$ cat src/rtl/serial_add_driver_if.sv
// Serial A/B/S bus between the host-side driver and the bit-serial adder.
// master: driver (ser_a/ser_b/ser_en/ser_rst out, ser_s in); slave: adder.
interface serial_add_driver_if;
    logic ser_a;
    logic ser_b;
    logic ser_en;
    logic ser_rst;
    logic ser_s;

    modport master (
        output ser_a, ser_b, ser_en, ser_rst,
        input  ser_s
    );

    modport slave (
        input  ser_a, ser_b, ser_en, ser_rst,
        output ser_s
    );
endinterface

$ cat src/rtl/serial_add_driver.sv
// Parallel-to-serial driver for the bit-serial adder: latches two operands
// on start, clears the adder, streams bits LSB-first, collects the serial
// sum and presents it as a WIDTH+1 bit result with a one-cycle done pulse.
// Ports: clk, rst (sync, active high), start, a_in, b_in, busy, done,
// sum_out, bus (serial_add_driver_if.master: ser_a/b/en/rst out, ser_s in).
// Optional: SERIAL_ADD_SUB_EN adds input sub (a_in - b_in via ~b + 1).
module serial_add_driver #(
    parameter int WIDTH = 8
) (
    input  logic             clk,
    input  logic             rst,
    input  logic             start,
    input  logic [WIDTH-1:0] a_in,
    input  logic [WIDTH-1:0] b_in,
`ifdef SERIAL_ADD_SUB_EN
    input  logic             sub,
`endif
    output logic             busy,
    output logic             done,
    output logic [WIDTH:0]   sum_out,
    serial_add_driver_if.master bus
);

    localparam int CW = $clog2(WIDTH + 2);
    localparam logic [CW-1:0] LAST = CW'(WIDTH);

    typedef enum logic [2:0] {
        IDLE  = 3'd0,
        CLEAR = 3'd1,
        SHIFT = 3'd2,
        DRAIN = 3'd3,
`ifdef SERIAL_ADD_SUB_EN
        PRIME = 3'd5,
`endif
        DONE  = 3'd4
    } state_t;

    state_t         state;
    state_t         nxt;
    logic [WIDTH:0] opa;
    logic [WIDTH:0] opb;
    logic [WIDTH:0] res;
    logic [CW-1:0]  cnt;
    logic           prime;
    logic [WIDTH:0] res_in;
    logic [WIDTH-1:0] b_sel;

    // New result bit enters at the MSB; after WIDTH+1 captures the
    // first captured bit has reached bit 0.
    assign res_in = {bus.ser_s, res[WIDTH:1]};

`ifdef SERIAL_ADD_SUB_EN
    logic sub_q;
    assign prime = (state == PRIME);
    assign b_sel = sub ? ~b_in : b_in;
`else
    assign prime = 1'b0;
    assign b_sel = b_in;
`endif

    // State register
    always_ff @(posedge clk) begin
        if (rst) state <= IDLE;
        else     state <= nxt;
    end

    // Next-state logic
    always_comb begin
        nxt = state;
        case (state)
            IDLE:  if (start) nxt = CLEAR;
`ifdef SERIAL_ADD_SUB_EN
            CLEAR: nxt = sub_q ? PRIME : SHIFT;
            PRIME: nxt = SHIFT;
`else
            CLEAR: nxt = SHIFT;
`endif
            SHIFT: if (cnt == LAST) nxt = DRAIN;
            DRAIN: nxt = DONE;
            DONE:  nxt = IDLE;
            default: nxt = IDLE;
        endcase
    end

    // Moore outputs; PRIME feeds 1+1 to push the adder's carry to 1
    always_comb begin
        busy        = (state == CLEAR) || (state == SHIFT)
                   || (state == DRAIN) || prime;
        done        = (state == DONE);
        bus.ser_en  = (state == SHIFT) || prime;
        bus.ser_a   = ((state == SHIFT) && opa[0]) || prime;
        bus.ser_b   = ((state == SHIFT) && opb[0]) || prime;
        bus.ser_rst = rst || (state == CLEAR);
    end

    // Datapath
    always_ff @(posedge clk) begin
        if (rst) begin
            opa     <= '0;
            opb     <= '0;
            res     <= '0;
            cnt     <= '0;
            sum_out <= '0;
`ifdef SERIAL_ADD_SUB_EN
            sub_q   <= 1'b0;
`endif
        end else begin
            case (state)
                IDLE: if (start) begin
                    opa <= {1'b0, a_in};
                    opb <= {1'b0, b_sel};
                    res <= '0;
                    cnt <= '0;
`ifdef SERIAL_ADD_SUB_EN
                    sub_q <= sub;
`endif
                end
                SHIFT: begin
                    opa <= opa >> 1;
                    opb <= opb >> 1;
                    cnt <= cnt + 1'b1;
                    // ser_s lags the fed bit by one cycle
                    if (cnt != '0) res <= res_in;
                end
                DRAIN: begin
                    res     <= res_in;
                    sum_out <= res_in;
                end
                default: ;
            endcase
        end
    end

endmodule

$ cat src/flat_wrapper.sv
// flat-port wrapper written by rule: the top's interface ports become plain ports
module serial_add_driver_flat 
#(
    parameter int WIDTH = 8
)
  (clk, rst, start, a_in, b_in, busy, done, sum_out, bus_ser_a, bus_ser_b, bus_ser_en, bus_ser_rst, bus_ser_s);
  serial_add_driver_if bus_i ();
  input  logic clk;
  input  logic rst;
  input  logic start;
  input  logic [WIDTH-1:0] a_in;
  input  logic [WIDTH-1:0] b_in;
  output logic busy;
  output logic done;
  output logic [WIDTH:0] sum_out;
  output wire logic [$bits(bus_i.ser_a)-1:0] bus_ser_a;
  output wire logic [$bits(bus_i.ser_b)-1:0] bus_ser_b;
  output wire logic [$bits(bus_i.ser_en)-1:0] bus_ser_en;
  output wire logic [$bits(bus_i.ser_rst)-1:0] bus_ser_rst;
  input wire logic [$bits(bus_i.ser_s)-1:0] bus_ser_s;
  assign bus_ser_a = bus_i.ser_a;
  assign bus_ser_b = bus_i.ser_b;
  assign bus_ser_en = bus_i.ser_en;
  assign bus_ser_rst = bus_i.ser_rst;
  assign bus_i.ser_s = bus_ser_s;
  serial_add_driver #(.WIDTH(WIDTH)) u_core (.clk(clk), .rst(rst), .start(start), .a_in(a_in), .b_in(b_in), .busy(busy), .done(done), .sum_out(sum_out), .bus(bus_i));
endmodule
$ cat config.mk
export PLATFORM = sky130hd
export DESIGN_NAME = serial_add_driver_flat
export DESIGN_NICKNAME = d
export VERILOG_FILES = /design/src/rtl/serial_add_driver_if.sv /design/src/rtl/serial_add_driver.sv /design/src/flat_wrapper.sv
export SDC_FILE = /design/constraint.sdc
export NUM_CORES = 1
export LEC_CHECK = 0
export BUFFER_PORTS_ARGS = -buffer_cell sky130_fd_sc_hd__buf_2
export CAP_MARGIN = 20
export CORE_MARGIN = 4
export CORE_UTILIZATION = 58
export DETAILED_ROUTE_END_ITERATION = 8
export PLACE_DENSITY = 0.84
export SETUP_SLACK_MARGIN = 0.5
export SYNTH_ARGS = -nofsm -noshare
export SYNTH_HDL_FRONTEND = slang
export SYNTH_SLANG_ARGS = --single-unit
$ cat constraint.sdc
create_clock -name clk -period 3.48 [get_ports clk]
set_input_delay 0.522 -clock clk [delete_from_list [all_inputs] [get_ports clk]]
set_output_delay 0.522 -clock clk [all_outputs]
set_load 0.01 [all_outputs]
# Yosys cells after proc, flatten, opt, wreduce, memory -nomap -nowiden
# Cells that the tools add are included.
[totals]
reg_bits = 43
in_bits = 20
out_inout_bits = 15
word_cells = 39
[op_classes]
add_sub_neg = 1
n_eq_ne = 8
n_mux = 12
reduce_logical = 12
[ops]
columns = ["cell", "count"]
rows = [
  ["$mux W9", 4],
  ["$pmux W9 S2", 2],
  ["$pmux W9 S3", 1],
  ["$pmux W3 S4", 1],
  ["$pmux W4 S2", 1],
  ["$eq A3 B2 Y1 const B", 2],
  ["$mux W3", 2],
  ["$add A4 B1 Y4 const B", 1],
  ["$eq A4 B4 Y1 const B", 1],
  ["$mux W4", 1],
  ["$ne A2 B1 Y1 const B", 2],
  ["$reduce_and A2 Y1", 2],
  ["$reduce_bool A4 Y1", 1],
  ["$eq A3 B1 Y1 const B", 1],
  ["$eq A3 B3 Y1 const B", 1],
  ["$logic_not A3 Y1", 1],
  ["$logic_or A1 B1 Y1", 3],
  ["$reduce_and A3 Y1", 1],
  ["$reduce_bool A3 Y1", 1],
  ["$logic_and A1 B1 Y1", 2],
  ["$ne A2 B2 Y1 const B", 1],
  ["$reduce_bool A2 Y1", 1],
]

# Longest topological paths before layout
[depth]
ltp_word = 3
ltp_mapped = 7
depth_no_buf = 5

# Worst setup path after synthesis
# OpenSTA, ideal clock, no wires.
[synth_path]
kind = "register to register"
from = "register u_core.cnt[0]"
to = "register u_core.res[1]"
setup_ps = 72
t_arrival_ps = 1453
required_ps = 3408
setup_slack_ps = 1955
stages_incl_launch_ff = 6
n_path_buf = 0
synth_period_minus_slack_ps = 1525
cell_sequence = "dfxtp_1 > inv_1 > ha_1 > nor4b_2 > a211oi_4 > mux2i_1"
[synth_via]
elab_chain_len = 3
[synth_rtl]
columns = ["item", "line_no", "text"]
rows = [
  ["start, declared", "serial_add_driver.sv:43", "logic [CW-1:0] cnt;"],
  ["start signal, assigned", "serial_add_driver.sv:121", "cnt <= cnt + 1'b1;"],
  ["$reduce_bool A4 Y1", "serial_add_driver.sv:123", "if (cnt != '0) res <= res_in;"],
  ["$ne A2 B1 Y1 (no source line)", "--", ""],
  ["$reduce_and A3 Y1 (no source line)", "--", ""],
  ["end signal, assigned", "serial_add_driver.sv:123", ""],
  ["end signal, assigned", "serial_add_driver.sv:126", "res <= res_in;"],
  ["end, declared", "serial_add_driver.sv:42", "logic [WIDTH:0] res;"],
]
# Every way passes these cells.
# A chain may end at the register's enable or synchronous reset.

# Worst setup path in the final report
[layout_path]
from = "register u_core.state[1]"
to = "output bus_ser_en"
[layout_via]
elab_chain_len = 1
[layout_rtl]
columns = ["item", "line_no", "text"]
rows = [
  ["start, declared", "serial_add_driver.sv:38", "state_t state;"],
  ["start signal, assigned", "serial_add_driver.sv:64", "else state <= nxt;"],
  ["$eq A3 B2 Y1", "serial_add_driver.sv:90", "bus.ser_en = (state == SHIFT) || prime;"],
  ["end, declared", "flat_wrapper.sv:18", "output wire logic [$bits(bus_i.ser_en)-1:0] bus_ser_en;"],
]
# Every way passes these cells.

==> results.yml <==
clock_tree:
  cts_resized: 0
  insertion_delay_ns: 0.33
  clockRootBuffer: "clkbuf_4"
  cts.hold.buffers_added: 0
  cts_buffer_depth: 2
  htree_levels: 2
  cts_buffers: 5
  clkSinkCount: 40
  post_cts_buffers: 0
  cts_tree: "yes"
  path_clk_slew_ns: 0.10
global_routing:
  grt_max_degree: 43
  grt_util_all_layers_pct: 18.2
  grt_pass1_vias: 1380
  antenna_found_initial: 0
  grt_pass1_wl_um: 5990
  grt-ovfl-total: 0
critical_path:
  crit_chain: "buf_4 -> inv_2 -> nor3_1 -> buf_2"
  max_stage_delay_ns: 0.33
  cp_max_fo: 27
  critPathKind: "flop to output port"
  crit_required_ns: 2.96
  cp-start-kind: "flop"
  arrival_ns: 1.69
  endpoint_kind: "output port"
  crit_path_top_delay_cell: "nor3_1"
sta:
  finalClockSkew_ns: 0.00535
  slew_headroom_pct: 46.6
  rsz0062_at_grt: "no"
  finalCritPeriodShare_pct: 63.4
  finalHoldViolCount: 0
  clock.fmax_mhz: 453
  slew_violations: 0
  setup_ws_ns: 1.27
  min_period_ns: 2.21
  worstMarginPinSlew_ns: 0.792
  setup_tns_ns: 0
  setup_viol: 0
logic_synthesis:
  synth-edff-count: 0
  syn-instance-count: 215
  synthesis.area_mm2: 0.00184
  synth_area_per_cell_um2: 8.56
  yosysWarnings: 0
  synth-seq-cells: 40
  async_reset_ff_share_pct: 0
  synth_flop_cell: "dfxtp_1"
  yosysSeqAreaShare_pct: 43.5
  synth.distinct_cells: 33
  syn-num-nets: 237
route:
  drc: 0
  num_vias: 1491
  antenna_left: 0
  vias_per_cell: 5.27
  dr.pass1.iters: 4
  drt_iter0_drc: 79
  wl_per_cell_um: 12.5
  drt_wl_total_um: 3530
place:
  hpwl_um: 2300
  routabilityCongestion: 0.767
  port_buffers: 34
  post-place-ws_ns: 1.54
layout:
  antenna_cells: 0
  layout-drive-gt1-share_pct: 20.1
  nets: 263
  areaGrowthSynthToFinish_pct: 9.18
  num-fill-cells: 277
die:
  initial_utilization_pct: 60.3
  die-area_mm2: 0.00414
  num_rows: 20
  core-area_mm2: 0.00305
  ios: 35
  fp.dieH_um: 64.3
  die_x_um: 64.3
pwr:
  ir_drop_mv: 0.228
  power_density_mw_per_mm2: 473
  power.leakage_nw: 0.902
min_path:
  hp-class: "primary input to flop"
status:
  status: "completed"
job:
  maxCapViolations: 0
cells in the mapped netlist, types with 2 or more instances:
| cell type | count | area, um^2 |
|---|---|---|
| o21ai_0 | 16 | 80.1 |
| nand2_1 | 25 | 93.8 |
| a211oi_1 | 16 | 120 |
| buf_4 | 2 | 15.0 |
| nor2_1 | 43 | 161 |
| a21oi_1 | 3 | 15.0 |
| dfxtp_1 | 40 | 801 |
| clkbuf_1 | 7 | 26.3 |
| nand3_1 | 3 | 15.0 |
| nand2b_1 | 9 | 56.3 |
| buf_2 | 3 | 15.0 |
| inv_1 | 3 | 11.3 |
| buf_6 | 4 | 45.0 |
| mux2i_1 | 17 | 170 |
| a22oi_1 | 2 | 15.0 |
| ha_1 | 2 | 25.0 |
| nor3_1 | 3 | 15.0 |
| and3_1 | 2 | 12.5 |
cells in the final DEF, fill, tap and decap left out, types with 2 or more instances in the layout:
| cell | netlist | layout |
|---|---|---|
| a211oi_1 | 16 | 16 |
| a21oi_1 | 3 | 3 |
| a22oi_1 | 2 | 2 |
| and3_1 | 2 | 2 |
| buf_2 | 3 | 34 |
| clkbuf_4 | 0 | 5 |
| dfxtp_1 | 40 | 40 |
| ha_1 | 2 | 2 |
| inv_1 | 3 | 3 |
| mux2i_1 | 17 | 17 |
| nand2_1 | 25 | 25 |
| nand2b_1 | 9 | 9 |
| nand3_1 | 3 | 3 |
| nor2_1 | 43 | 43 |
| nor3_1 | 3 | 3 |
| o21ai_0 | 16 | 16 |
final cells by class:
cell class | instances | area (um^2) | share of cell area [%]
inverter | 4 | 15.0 | 0.747
timing repair buffer | 35 | 178 | 8.84
multi-input combinational | 155 | 923 | 46.0
tap | 44 | 55.1 | 2.74
clock buffer | 5 | 37.5 | 1.87
sequential | 40 | 801 | 39.9
stage by stage:
stage | hold WS (ns) | utilization, % | instance area (um^2) | std cells | power [mW]
final | 0.439 | 65.8 | 2010 | 283 | 0.950
after CTS | 0.427 | 65.8 | 2010 | 283 | 0.956
after detailed placement | 0.456 | 64.6 | 1970 | 278 | 0.760
after floorplan | 0.428 | - | 1840 | 215 | 0.719
after global routing | 0.445 | 65.8 | 2010 | 283 | 1.00
after global placement | 0.437 | 64.6 | 1970 | 278 | 0.754
path summary, 6_finish.rpt:
check	from	endpoint	slack [ns]	cells after the start
setup / recovery	u_core.state[1]	bus_ser_en	1.27	4
hold / removal	bus_ser_s	u_core.sum_out[8]	0.44	3
setup reg to reg	u_core.state[2]	u_core.opa[2]	1.70	4
hold reg to reg	u_core.opb[7]	u_core.opb[7]	0.47	2
cells by family after synthesis:
group,share of synthesized area (%)
AND/OR/NAND/NOR,23.6
AO/OA/AOI/OAI,14.9
flip-flops,43.5
buffers and inverters,6.32
multiplexers,9.86
adder cells (fa/ha/maj),1.36
XOR/XNOR,0.476
flip-flops by register name (all words and copies together), names as in the netlist:
name / cells
u_core.sum_out: 9
u_core.opa: 8
u_core.res: 8
u_core.opb: 8
u_core.cnt: 4
u_core.state: 3
critical path, delay by kind of cell (launching register included):
kind                   cells  cell delay (ns)
buffers and inverters      3             0.70
flip-flops                 1             0.32
AND/OR/NAND/NOR            1             0.33
power by group:
group          internal, mW  switching [mW]  total, mW  leakage, nW
clock                0.0676           0.132      0.200       0.0230
sequential            0.497          0.0261      0.523        0.327
combinational        0.0892           0.138      0.227        0.553
total                 0.653           0.296      0.950        0.902
metal layers:
layer	GRT usage, %	up-vias	wire [um]
li1	-	781	-
met1	23.5	671	1690
met2	29.0	34	1610
met3	4.75	5	192
met4	6.86	0	37
met5	0	-	0
Note: power is estimated with default switching activity, not from simulation.
